$ cat src/rtl/reorder_buffer_pkg.sv
// Shared definitions for the reorder buffer.
// Holds the geometry constants (entry count, tag/index/count widths), the data-path
// widths, the entry-type codes, the "no dependency" tag value and the per-entry record.
// Tags are slot index + 1, so ROB_SIZE must stay <= 31 for tags to fit in TAG_W bits.
package reorder_buffer_pkg;

  localparam int unsigned ROB_SIZE = 16;
  localparam int unsigned TAG_W    = 5;
  localparam int unsigned IDX_W    = $clog2(ROB_SIZE);
  localparam int unsigned CNT_W    = $clog2(ROB_SIZE + 1);
  localparam int unsigned REG_W    = 5;
  localparam int unsigned DATA_W   = 32;

  // Tag value meaning "operand has no producer in flight".
  localparam logic [TAG_W-1:0] NO_DEP = '0;

  typedef enum logic [1:0] {
    TypeRegWrite = 2'd0,
    TypeBranch   = 2'd1,
    TypeStore    = 2'd2
  } rob_type_e;

  typedef struct packed {
    logic              busy;
    logic              ready;
    rob_type_e         typ;
    logic [REG_W-1:0]  rd;
    logic [DATA_W-1:0] value;
    logic              mispredict;
    logic [DATA_W-1:0] target_pc;
  } rob_entry_t;

  function automatic logic [TAG_W-1:0] idx_to_tag(input logic [IDX_W-1:0] idx);
    return TAG_W'(idx) + TAG_W'(1);
  endfunction

  function automatic logic [IDX_W-1:0] tag_to_idx(input logic [TAG_W-1:0] tag);
    return IDX_W'(tag - TAG_W'(1));
  endfunction

  // True when the tag names a real slot (not NO_DEP, not beyond the last entry).
  function automatic logic tag_in_range(input logic [TAG_W-1:0] tag);
    return (tag != NO_DEP) && (tag <= TAG_W'(ROB_SIZE));
  endfunction

endpackage

$ cat src/rtl/reorder_buffer_if.sv
// Bus bundle between the reorder buffer and the rest of the core.
// Groups the dispatch request/tag-grant, the operand-readiness queries, the CDB
// broadcast, the register-file commit bus, the store-commit strobe and the rollback.
//   slave  : the reorder buffer side (consumes dispatch/query/CDB, drives commit/rollback)
//   master : the surrounding core side (drives dispatch/query/CDB, observes the rest)
interface reorder_buffer_if;
  import reorder_buffer_pkg::*;

  // Dispatch
  logic              disp_valid;
  logic [1:0]        disp_type;
  logic [REG_W-1:0]  disp_rd;
  logic [DATA_W-1:0] disp_pc;
  logic [TAG_W-1:0]  alloc_tag;
  logic              full;

  // Operand readiness queries
  logic [TAG_W-1:0]  query_tag1;
  logic [TAG_W-1:0]  query_tag2;
  logic              query_ready1;
  logic              query_ready2;
  logic [DATA_W-1:0] query_value1;
  logic [DATA_W-1:0] query_value2;

  // Common data bus
  logic              cdb_valid;
  logic [TAG_W-1:0]  cdb_tag;
  logic [DATA_W-1:0] cdb_value;
  logic              cdb_mispredict;
  logic [DATA_W-1:0] cdb_target_pc;

  // Retirement
  logic              result_valid_to_reg;
  logic [REG_W-1:0]  reg_id_to_reg;
  logic [TAG_W-1:0]  alias_to_reg;
  logic [DATA_W-1:0] result_to_reg;
  logic              store_commit;
  logic              rollback;
  logic [DATA_W-1:0] rollback_pc;

  modport slave (
    input  disp_valid, disp_type, disp_rd, disp_pc,
    output alloc_tag, full,
    input  query_tag1, query_tag2,
    output query_ready1, query_ready2, query_value1, query_value2,
    input  cdb_valid, cdb_tag, cdb_value, cdb_mispredict, cdb_target_pc,
    output result_valid_to_reg, reg_id_to_reg, alias_to_reg, result_to_reg,
    output store_commit, rollback, rollback_pc
  );

  modport master (
    output disp_valid, disp_type, disp_rd, disp_pc,
    input  alloc_tag, full,
    output query_tag1, query_tag2,
    input  query_ready1, query_ready2, query_value1, query_value2,
    output cdb_valid, cdb_tag, cdb_value, cdb_mispredict, cdb_target_pc,
    input  result_valid_to_reg, reg_id_to_reg, alias_to_reg, result_to_reg,
    input  store_commit, rollback, rollback_pc
  );

endinterface

$ cat src/rtl/reorder_buffer.sv
// Reorder buffer: in-order retirement unit of the Tomasulo core.
// Allocates a tag (slot index + 1) per dispatched instruction, captures CDB results,
// retires the head entry when it is ready, and flushes everything on a mispredicted
// branch reaching the head.
// Ports:
//   clk  - system clock, rising edge
//   rst  - asynchronous active-high reset
//   rdy  - global enable; when low all state is frozen and no strobe is issued
//   bus  - reorder_buffer_if.slave: dispatch, queries, CDB, commit bus, rollback
module reorder_buffer
  import reorder_buffer_pkg::*;
(
  input logic             clk,
  input logic             rst,
  input logic             rdy,
  reorder_buffer_if.slave bus
);

  localparam logic [IDX_W-1:0] LastIdx = IDX_W'(ROB_SIZE - 1);
  localparam logic [CNT_W-1:0] FullCnt = CNT_W'(ROB_SIZE);

  function automatic logic [IDX_W-1:0] ptr_inc(input logic [IDX_W-1:0] ptr);
    return (ptr == LastIdx) ? '0 : ptr + IDX_W'(1);
  endfunction

  rob_entry_t        entries_q [ROB_SIZE];
  rob_entry_t        entries_d [ROB_SIZE];
  logic [IDX_W-1:0]  head_q, head_d;
  logic [IDX_W-1:0]  tail_q, tail_d;
  logic [CNT_W-1:0]  count_q, count_d;

  logic              result_valid_q, result_valid_d;
  logic [REG_W-1:0]  reg_id_q, reg_id_d;
  logic [TAG_W-1:0]  alias_q, alias_d;
  logic [DATA_W-1:0] result_q, result_d;
  logic              store_commit_q, store_commit_d;
  logic              rollback_q, rollback_d;
  logic [DATA_W-1:0] rollback_pc_q, rollback_pc_d;

  rob_entry_t        head_e;
  logic              full_w;
  logic              do_commit;
  logic              do_flush;
  logic              accept_in;
  logic              do_alloc;
  logic              do_cdb;
  logic [IDX_W-1:0]  cdb_idx;
  logic [IDX_W-1:0]  q1_idx;
  logic [IDX_W-1:0]  q2_idx;

  // The fetch PC is carried on the dispatch bus but retirement never needs it.
  logic unused_disp_pc;
  assign unused_disp_pc = ^bus.disp_pc;

  assign full_w        = (count_q == FullCnt);
  assign bus.full      = full_w;
  assign bus.alloc_tag = idx_to_tag(tail_q);

  assign bus.result_valid_to_reg = result_valid_q;
  assign bus.reg_id_to_reg       = reg_id_q;
  assign bus.alias_to_reg        = alias_q;
  assign bus.result_to_reg       = result_q;
  assign bus.store_commit        = store_commit_q;
  assign bus.rollback            = rollback_q;
  assign bus.rollback_pc         = rollback_pc_q;

  // Operand lookups see registered state only; same-cycle CDB data is not forwarded.
  assign q1_idx = tag_to_idx(bus.query_tag1);
  assign q2_idx = tag_to_idx(bus.query_tag2);

  always_comb begin
    bus.query_ready1 = 1'b0;
    bus.query_value1 = '0;
    if (tag_in_range(bus.query_tag1) && entries_q[q1_idx].busy && entries_q[q1_idx].ready) begin
      bus.query_ready1 = 1'b1;
      bus.query_value1 = entries_q[q1_idx].value;
    end
  end

  always_comb begin
    bus.query_ready2 = 1'b0;
    bus.query_value2 = '0;
    if (tag_in_range(bus.query_tag2) && entries_q[q2_idx].busy && entries_q[q2_idx].ready) begin
      bus.query_ready2 = 1'b1;
      bus.query_value2 = entries_q[q2_idx].value;
    end
  end

  // Next-state: CDB writeback, head retirement, tail allocation, and flush override.
  always_comb begin
    entries_d      = entries_q;
    head_d         = head_q;
    tail_d         = tail_q;
    count_d        = count_q;
    result_valid_d = 1'b0;
    store_commit_d = 1'b0;
    rollback_d     = 1'b0;
    reg_id_d       = reg_id_q;
    alias_d        = alias_q;
    result_d       = result_q;
    rollback_pc_d  = rollback_pc_q;

    head_e    = entries_q[head_q];
    cdb_idx   = tag_to_idx(bus.cdb_tag);
    do_commit = rdy && head_e.busy && head_e.ready;
    do_flush  = do_commit && (head_e.typ == TypeBranch) && head_e.mispredict;
    // Inputs are discarded at a flushing edge and while the rollback strobe is out.
    accept_in = rdy && !rollback_q && !do_flush;
    do_alloc  = accept_in && bus.disp_valid && !full_w;
    do_cdb    = accept_in && bus.cdb_valid && tag_in_range(bus.cdb_tag) &&
                entries_q[cdb_idx].busy;

    if (do_cdb) begin
      entries_d[cdb_idx].ready      = 1'b1;
      entries_d[cdb_idx].value      = bus.cdb_value;
      entries_d[cdb_idx].mispredict = bus.cdb_mispredict;
      entries_d[cdb_idx].target_pc  = bus.cdb_target_pc;
    end

    if (do_commit) begin
      entries_d[head_q].busy = 1'b0;
      head_d                 = ptr_inc(head_q);
      case (head_e.typ)
        TypeRegWrite: begin
          // Writes to x0 retire silently.
          if (head_e.rd != '0) begin
            result_valid_d = 1'b1;
            reg_id_d       = head_e.rd;
            alias_d        = idx_to_tag(head_q);
            result_d       = head_e.value;
          end
        end
        TypeStore: store_commit_d = 1'b1;
        TypeBranch: begin
          if (head_e.mispredict) begin
            rollback_d    = 1'b1;
            rollback_pc_d = head_e.target_pc;
          end
        end
        default: ;
      endcase
    end

    // Allocation checks full against the pre-edge count, so it never lands on the head
    // slot being retired in the same cycle.
    if (do_alloc) begin
      entries_d[tail_q] = '{
        busy:       1'b1,
        ready:      1'b0,
        typ:        rob_type_e'(bus.disp_type),
        rd:         bus.disp_rd,
        value:      '0,
        mispredict: 1'b0,
        target_pc:  '0
      };
      tail_d = ptr_inc(tail_q);
    end

    if (do_alloc && !do_commit) begin
      count_d = count_q + CNT_W'(1);
    end else if (!do_alloc && do_commit) begin
      count_d = count_q - CNT_W'(1);
    end

    if (do_flush) begin
      for (int unsigned i = 0; i < ROB_SIZE; i++) begin
        entries_d[i].busy = 1'b0;
      end
      head_d  = '0;
      tail_d  = '0;
      count_d = '0;
    end
  end

  always_ff @(posedge clk or posedge rst) begin
    if (rst) begin
      for (int unsigned i = 0; i < ROB_SIZE; i++) begin
        entries_q[i] <= '0;
      end
      head_q         <= '0;
      tail_q         <= '0;
      count_q        <= '0;
      result_valid_q <= 1'b0;
      reg_id_q       <= '0;
      alias_q        <= '0;
      result_q       <= '0;
      store_commit_q <= 1'b0;
      rollback_q     <= 1'b0;
      rollback_pc_q  <= '0;
    end else begin
      entries_q      <= entries_d;
      head_q         <= head_d;
      tail_q         <= tail_d;
      count_q        <= count_d;
      result_valid_q <= result_valid_d;
      reg_id_q       <= reg_id_d;
      alias_q        <= alias_d;
      result_q       <= result_d;
      store_commit_q <= store_commit_d;
      rollback_q     <= rollback_d;
      rollback_pc_q  <= rollback_pc_d;
    end
  end

endmodule

$ cat src/flat_wrapper.sv
// flat-port wrapper written by rule: the top's interface ports become plain ports
module reorder_buffer_flat import reorder_buffer_pkg::*;
  (clk, rst, rdy, bus_disp_valid, bus_disp_type, bus_disp_rd, bus_disp_pc, bus_alloc_tag, bus_full, bus_query_tag1, bus_query_tag2, bus_query_ready1, bus_query_ready2, bus_query_value1, bus_query_value2, bus_cdb_valid, bus_cdb_tag, bus_cdb_value, bus_cdb_mispredict, bus_cdb_target_pc, bus_result_valid_to_reg, bus_reg_id_to_reg, bus_alias_to_reg, bus_result_to_reg, bus_store_commit, bus_rollback, bus_rollback_pc);
  reorder_buffer_if bus_i ();
  input logic clk;
  input logic rst;
  input logic rdy;
  input wire logic [$bits(bus_i.disp_valid)-1:0] bus_disp_valid;
  input wire logic [$bits(bus_i.disp_type)-1:0] bus_disp_type;
  input wire logic [$bits(bus_i.disp_rd)-1:0] bus_disp_rd;
  input wire logic [$bits(bus_i.disp_pc)-1:0] bus_disp_pc;
  output wire logic [$bits(bus_i.alloc_tag)-1:0] bus_alloc_tag;
  output wire logic [$bits(bus_i.full)-1:0] bus_full;
  input wire logic [$bits(bus_i.query_tag1)-1:0] bus_query_tag1;
  input wire logic [$bits(bus_i.query_tag2)-1:0] bus_query_tag2;
  output wire logic [$bits(bus_i.query_ready1)-1:0] bus_query_ready1;
  output wire logic [$bits(bus_i.query_ready2)-1:0] bus_query_ready2;
  output wire logic [$bits(bus_i.query_value1)-1:0] bus_query_value1;
  output wire logic [$bits(bus_i.query_value2)-1:0] bus_query_value2;
  input wire logic [$bits(bus_i.cdb_valid)-1:0] bus_cdb_valid;
  input wire logic [$bits(bus_i.cdb_tag)-1:0] bus_cdb_tag;
  input wire logic [$bits(bus_i.cdb_value)-1:0] bus_cdb_value;
  input wire logic [$bits(bus_i.cdb_mispredict)-1:0] bus_cdb_mispredict;
  input wire logic [$bits(bus_i.cdb_target_pc)-1:0] bus_cdb_target_pc;
  output wire logic [$bits(bus_i.result_valid_to_reg)-1:0] bus_result_valid_to_reg;
  output wire logic [$bits(bus_i.reg_id_to_reg)-1:0] bus_reg_id_to_reg;
  output wire logic [$bits(bus_i.alias_to_reg)-1:0] bus_alias_to_reg;
  output wire logic [$bits(bus_i.result_to_reg)-1:0] bus_result_to_reg;
  output wire logic [$bits(bus_i.store_commit)-1:0] bus_store_commit;
  output wire logic [$bits(bus_i.rollback)-1:0] bus_rollback;
  output wire logic [$bits(bus_i.rollback_pc)-1:0] bus_rollback_pc;
  assign bus_i.disp_valid = bus_disp_valid;
  assign bus_i.disp_type = bus_disp_type;
  assign bus_i.disp_rd = bus_disp_rd;
  assign bus_i.disp_pc = bus_disp_pc;
  assign bus_alloc_tag = bus_i.alloc_tag;
  assign bus_full = bus_i.full;
  assign bus_i.query_tag1 = bus_query_tag1;
  assign bus_i.query_tag2 = bus_query_tag2;
  assign bus_query_ready1 = bus_i.query_ready1;
  assign bus_query_ready2 = bus_i.query_ready2;
  assign bus_query_value1 = bus_i.query_value1;
  assign bus_query_value2 = bus_i.query_value2;
  assign bus_i.cdb_valid = bus_cdb_valid;
  assign bus_i.cdb_tag = bus_cdb_tag;
  assign bus_i.cdb_value = bus_cdb_value;
  assign bus_i.cdb_mispredict = bus_cdb_mispredict;
  assign bus_i.cdb_target_pc = bus_cdb_target_pc;
  assign bus_result_valid_to_reg = bus_i.result_valid_to_reg;
  assign bus_reg_id_to_reg = bus_i.reg_id_to_reg;
  assign bus_alias_to_reg = bus_i.alias_to_reg;
  assign bus_result_to_reg = bus_i.result_to_reg;
  assign bus_store_commit = bus_i.store_commit;
  assign bus_rollback = bus_i.rollback;
  assign bus_rollback_pc = bus_i.rollback_pc;
  reorder_buffer u_core (.clk(clk), .rst(rst), .rdy(rdy), .bus(bus_i));
endmodule
$ cat config.mk
export PLATFORM = sky130hd
export DESIGN_NAME = reorder_buffer_flat
export DESIGN_NICKNAME = d
export VERILOG_FILES = /design/src/rtl/reorder_buffer_pkg.sv /design/src/rtl/reorder_buffer_if.sv /design/src/rtl/reorder_buffer.sv /design/src/flat_wrapper.sv
export SDC_FILE = /design/constraint.sdc
export NUM_CORES = 2
export LEC_CHECK = 0
export CAP_MARGIN = 10
export CORE_MARGIN = 1.5
export CORE_UTILIZATION = 62
export CTS_CLUSTER_SIZE = 25
export DETAILED_ROUTE_END_ITERATION = 7
export HOLD_SLACK_MARGIN = 0.1
export PLACE_DENSITY = 0.85
export SLEW_MARGIN = 15
export SYNTH_ARGS = -nofsm -noshare
export SYNTH_HDL_FRONTEND = slang
export SYNTH_SLANG_ARGS = --single-unit
$ cat constraint.sdc
create_clock -name clk -period 52.1 [get_ports clk]
set_clock_uncertainty 0.1 [all_clocks]
set_input_delay 10.42 -clock clk [delete_from_list [all_inputs] [get_ports clk]]
set_output_delay 10.42 -clock clk [all_outputs]
set_load 0.02 [all_outputs]
# Yosys cells after proc, flatten, opt, wreduce, memory -nomap -nowiden
# Index checks and enable logic that the tools add are counted.
[op_classes] addsub=9 eq_ne=5 order_cmp=11 reduce_logical=38 bitwise=5 mux=70
[ops] cell="$bwmux 1184" count=6
[ops] cell="$mux 1184" count=3
[ops] cell="$demux 74 s4" count=6
[ops] cell="$bmux 74 s4" count=4
[ops] cell="$mux 74" count=10
[ops] cell="$mux 32" count=3
[ops] cell="$mux 73" count=1
[ops] cell="$mux 65" count=1
[ops] cell="$mux 33" count=1
[ops] cell="$mux 1" count=26
[ops] cell="$ge 5x5->1 const B" count=5
[ops] cell="$not 4->5" count=5
[ops] cell="$mux 4" count=6
[ops] cell="$logic_and 1x1->1" count=23
[ops] cell="$reduce_bool 5->1" count=4
[ops] cell="$le 5x5->1 const B" count=3
[ops] cell="$lt 5x1->1 const B" count=3
[ops] cell="$mux 5" count=3
[ops] cell="$sub 4x1->4 const B" count=3
[ops] cell="$add 4x1->5 const B" count=2
[ops] cell="$add 4x1->4 const B" count=2
[ops] cell="$eq 4x4->1 const B" count=2
[ops] cell="$reduce_and 3->1" count=2
[ops] cell="$add 5x1->5 const B" count=1
[ops] cell="other kinds (8)" count=13
[totals] inputBits=124 wordCells=260 register_bits=1274

# Depth between registers and ports, before layout
[depth] ltp_word=19 mapped_depth=22

# Least setup slack after synthesis
# Ideal clock, no wire load.
[synth_timing] path_kind="input-to-output" from="input bus_query_tag1[0]" to="output bus_query_value1[11]" path_stages=6 setup_slack_ps=28599 arrival_time_ps=12981 cell_sequence="clkbuf_1 > clkbuf_1 > buf_1 > mux4_2 > mux4_2 > and2_1"
[synth_between] elab_chain_len=8 elab_cells_between_ends=11 classes_between="add/sub (1); order compare (1); mux (4); bitwise (1); reduce/logical (4)"
[synth_lines] element="start, declared" line="flat_wrapper.sv:14" text="input wire logic [$bits(bus_i.query_tag1)-1:0] bus_query_tag1;"
[synth_lines] element="$sub 4x1->4" line="reorder_buffer_pkg.sv:38" text="return IDX_W'(tag - TAG_W'(1));"
[synth_lines] element="$not 4->5 (not written as such)" line="reorder_buffer.sv:74, reorder_buffer.sv:76"
[synth_lines] element="$bmux 74 s4" line="reorder_buffer.sv:74, reorder_buffer.sv:76"
[synth_lines] element="$mux 74 (not written as such) (2 in series)" line="reorder_buffer.sv:76" text="bus.query_value1 = entries_q[q1_idx].value;"
[synth_lines] element="$logic_and 1x1->1 (2 in series)" line="reorder_buffer.sv:74" text="if (tag_in_range(bus.query_tag1) && entries_q[q1_idx].busy && entries_q[q1_idx].ready) begin"
[synth_lines] element="$mux 32 *" line="reorder_buffer.sv:74"
[synth_lines] element="end, declared" line="flat_wrapper.sv:18" text="output wire logic [$bits(bus_i.query_value1)-1:0] bus_query_value1;"
# Every way passes the cells marked *; elsewhere a longest branch is shown, timed or not. The select of a mux whose other input is x is not followed.

# Worst setup path after layout
[layout_timing] from="input bus_query_tag1[1]" to="output bus_query_value1[0]"
# The elaborated chain is that of the path after synthesis.

==> impl_metrics.py <==
metrics = {
    "floorplan": {
        "dieArea_um2": 112000,
        "ios": 273,
        "initial_utilization_pct": 62.7,
        "rows": 121,
        "core_area_um2": 109000,
        "die_h_um": 335,
        "fp.dieW_um": 335,
    },
    "clock_network": {
        "clk_latency_ns": 0.78,
        "cts_hold_buf": 0,
        "numCtsBuffers": 134,
        "post_cts_buffers": 0,
        "cts.sinks": 1274,
        "cts_tree": "done",
        "clock_path_buffers": 3,
        "htreeDepth": 4,
        "cts_root_buf": "clkbuf_16",
        "cts_resized": 0,
        "clk_pin_slew_ns": 0.05,
    },
    "finish": {
        "fillers": 6980,
        "finish.utilization_pct": 69.4,
        "multi_input_area_um2": 34000,
        "final_area_um2": 75700,
        "drive_gt1_share_pct": 20.2,
        "largest_register_ffs": 1184,
        "seqCellArea_um2": 31900,
        "final_nets": 6156,
        "area_growth_pct": 10.7,
    },
    "synthesis": {
        "async_reset_ff_share_pct": 100,
        "yosys.area_share.simple_pct": 12.3,
        "synth_top_family_by_area": "multiplexers",
        "synthMuxAreaShare_pct": 28.6,
        "synth_cell_type_count": 56,
        "syn_nets": 6321,
        "synth_area_um2": 68400,
        "yosysWarnings": 0,
        "synth_top_flop_cell": "dfrtp_1",
        "synth_edf_count": 0,
        "synth_compound_area_share_pct": 7.48,
        "synth_xor_area_share_pct": 0.256,
        "synth_cells": 6174,
        "syn_area_per_cell_um2": 11.1,
        "ys_seq_area_share_pct": 46.6,
        "ys_ff_latch": 1274,
        "synth_adder_area_share_pct": 0.432,
    },
    "pwr": {
        "combPwrFrac_pct": 22.3,
        "p_leak_uw": 0.0311,
        "p_int_uw": 1990,
        "switchingPower_uw": 875,
        "ir_drop_mv": 0.0406,
        "powerDensity_nw_per_um2": 37.8,
        "power_frac_clock_pct": 34.5,
        "p_sw_share_pct": 30.6,
        "p_seq_share_pct": 43.2,
    },
    "routing": {
        "wire_per_inst_um": 30.8,
        "via_per_inst": 7.45,
        "via_count": 56574,
        "drc": 1,
        "wirelength_um": 234000,
        "ant_nets": 0,
        "drt-initial-drc-count": 10384,
        "firstDrtPassIters": 8,
    },
    "critical_path": {
        "r2r-end": "u_core.entries_q[292]$_DFFE_PP0P_",
        "worstSetupPathType": "primary input to output port",
        "worstPathRequired_ns": 41.58,
        "path_max_fanout": 63,
        "cp-end-kind": "output port",
        "arrival_ns": 15.30,
        "startpoint_type": "primary input",
        "reg2reg_depth": 10,
        "reg2reg_from": "u_core.head_q[0]$_DFFE_PP0P_",
        "r2r_slack_ns": 44.14,
    },
    "placement": {
        "dp_hpwl_um": 123000,
        "dpl-instance-area_um2": 71100,
        "gp_congestion": 0.899,
        "port_buffers": 240,
    },
    "timing": {
        "slew_headroom_pct": 10.3,
        "report.final.slew_viol_count": 0,
        "rsz0062_at_grt": "no",
        "worst_slew_pin_slew_ns": 1.34,
        "clock.fmax_mhz": 38.7,
        "fin_crit_sh_pct": 49.6,
        "setup_viol": 0,
        "fin_setup_tns_ns": 0,
        "fin_crit_ns": 25.82,
        "hold_viol_final": 0,
    },
    "global_routing": {
        "grt_overflow": 0,
        "groute.usage.overall_pct": 42.0,
        "antenna_found_initial": 24,
        "grt_max_degree": 193,
        "grt_first_pass_wirelength_um": 352000,
        "grt_pass1_vias": 58648,
    },
    "run": {
        "maxCapViolCount": 0,
    },
    "worst_hold_path": {
        "whs_path_depth": 1,
        "hold_path_end": "u_core.entries_q[1103]$_DFFE_PP0P_",
        "hp-class": "flop to flop",
        "timing.hold.worst.start": "u_core.entries_q[1103]$_DFFE_PP0P_",
    },
    "status": {
        "status": "finished with violations",
        "violations": "DRC",
    },
}
==> worst max path at each step <==
| stage | start | end | slack [ns] | cells past startpoint |
|---|---|---|---|---|
| CTS | bus_query_tag2[0] | bus_query_value2[2] | 26.47 | 8 |
| detailed placement | bus_query_tag2[0] | bus_query_value2[2] | 26.44 | 8 |
| global placement | bus_query_tag2[0] | bus_query_value2[2] | 26.56 | 8 |
| finish | bus_query_tag1[1] | bus_query_value1[0] | 26.28 | 9 |
| global route | bus_query_tag2[0] | bus_query_value2[0] | 26.22 | 8 |
| floorplan | rst | u_core.bus.alias_to_reg[0]$_DFFE_PP0P_ | 5.68 | 1 |
==> placed cells by master (no fill, tap or decap), types with 5 or more instances in the layout <==
master and n:
nor2_1 249, and2_1 65, inv_6 10, clkbuf_1 26, mux2_2 119, nand3_1 32, mux2i_1 201, nand2b_1 8
inv_1 33, a21oi_1 855, diode_2 12, xnor2_1 10, clkdlybuf4s50_1 238, o2bb2ai_1 21, dfrtp_1 1271, clkbuf_8 31
mux2_4 34, a21o_4 9, ha_1 20, mux4_2 683, xor2_1 6, buf_4 105, mux4_1 11, clkinv_2 18
nor3_1 7, clkbuf_16 135, o211ai_1 5, nor2_4 13, a21oi_4 12, o22ai_1 11, nand2_1 1748, bufinv_16 10
o21ai_0 31
==> Yosys cell counts (6+ instances only) <==
cell type  number  area (um^2)
o2bb2ai_1      21          184
buf_4          15          113
mux2_2        119         1340
mux4_2        683        15400
inv_1          35          131
mux4_1         11          289
nor3_1         11         55.1
and2_1         65          407
mux2_4         34          510
clkbuf_1      382         1430
buf_2         175          876
o22ai_1        11         68.8
mux2i_1       201         2010
xor2_1          6         52.6
nand3_1        32          160
nand2b_1        8         50.1
o21ai_0        31          155
dfrtp_1      1274        31900
xnor2_1        14          123
nor2_1        252          946
nor2_2         11         68.8
nand2_1      1748         6560
buf_1          69          259
ha_1           22          275
a21o_1         10         75.1
a21oi_1       867         4340
==> logic make-up after synthesis <==
logic type / count (synthesis)
AND/OR/NAND/NOR: 2149
flip-flops: 1274
multiplexers: 1048
AO/OA/AOI/OAI: 971
buffers and inverters: 689
adder cells (fa/ha/maj): 23
XOR/XNOR: 20
==> power groups by stage <==
stage / Combinational (uW) / Sequential (uW) / Clock [uW]
after floorplan: 478 / 1200 / 0
after global placement: 596 / 1230 / 0
after detailed placement: 618 / 1240 / 0
after CTS: 625 / 1230 / 982
after global routing: 672 / 1250 / 1020
final: 638 / 1240 / 987
==> metal layers <==
metal / GRT usage, % / routed length (um) / vias up
li1: - / - / 21389
met1: 49.9 / 70800 / 27344
met2: 61.2 / 103000 / 6013
met3: 17.2 / 39700 / 1802
met4: 32.4 / 20600 / 26
met5: 0 / 163 / -
==> worst max-delay path: stages <==
cell and delay, ns:
clkdlybuf4s50_1 0.70, inv_1 0.16, ha_4 0.63, buf_4 0.90
buf_4 0.67, mux4_2 0.42, mux4_2 0.55, and2_1 0.18
clkdlybuf4s50_1 0.54
==> metrics by stage <==
step           std cells  power (uW)  setup slack (ns)  hold slack (ns)
6_report            7598        2860             26.28            0.387
5_1_grt             7594        2940             26.22            0.396
4_1_cts             7582        2830             26.47            0.387
3_5_place_dp        7345        1860             26.44            0.375
3_3_place_gp        7345        1820             26.56            0.365
2_1_floorplan       6174        1680              5.68            0.348
==> layout make-up <==
| cell class | count | area share, % |
|---|---|---|
| Clock inverter | 47 | 0.770 |
| Clock buffer | 190 | 5.12 |
| Sequential cell | 1274 | 42.1 |
| Inverter | 37 | 0.200 |
| Tap cell | 1476 | 2.44 |
| Antenna cell | 12 | 0.0397 |
| Timing Repair Buffer | 351 | 4.41 |
| Multi-Input combinational cell | 4211 | 44.9 |
Power figures use the tool's default switching activity.
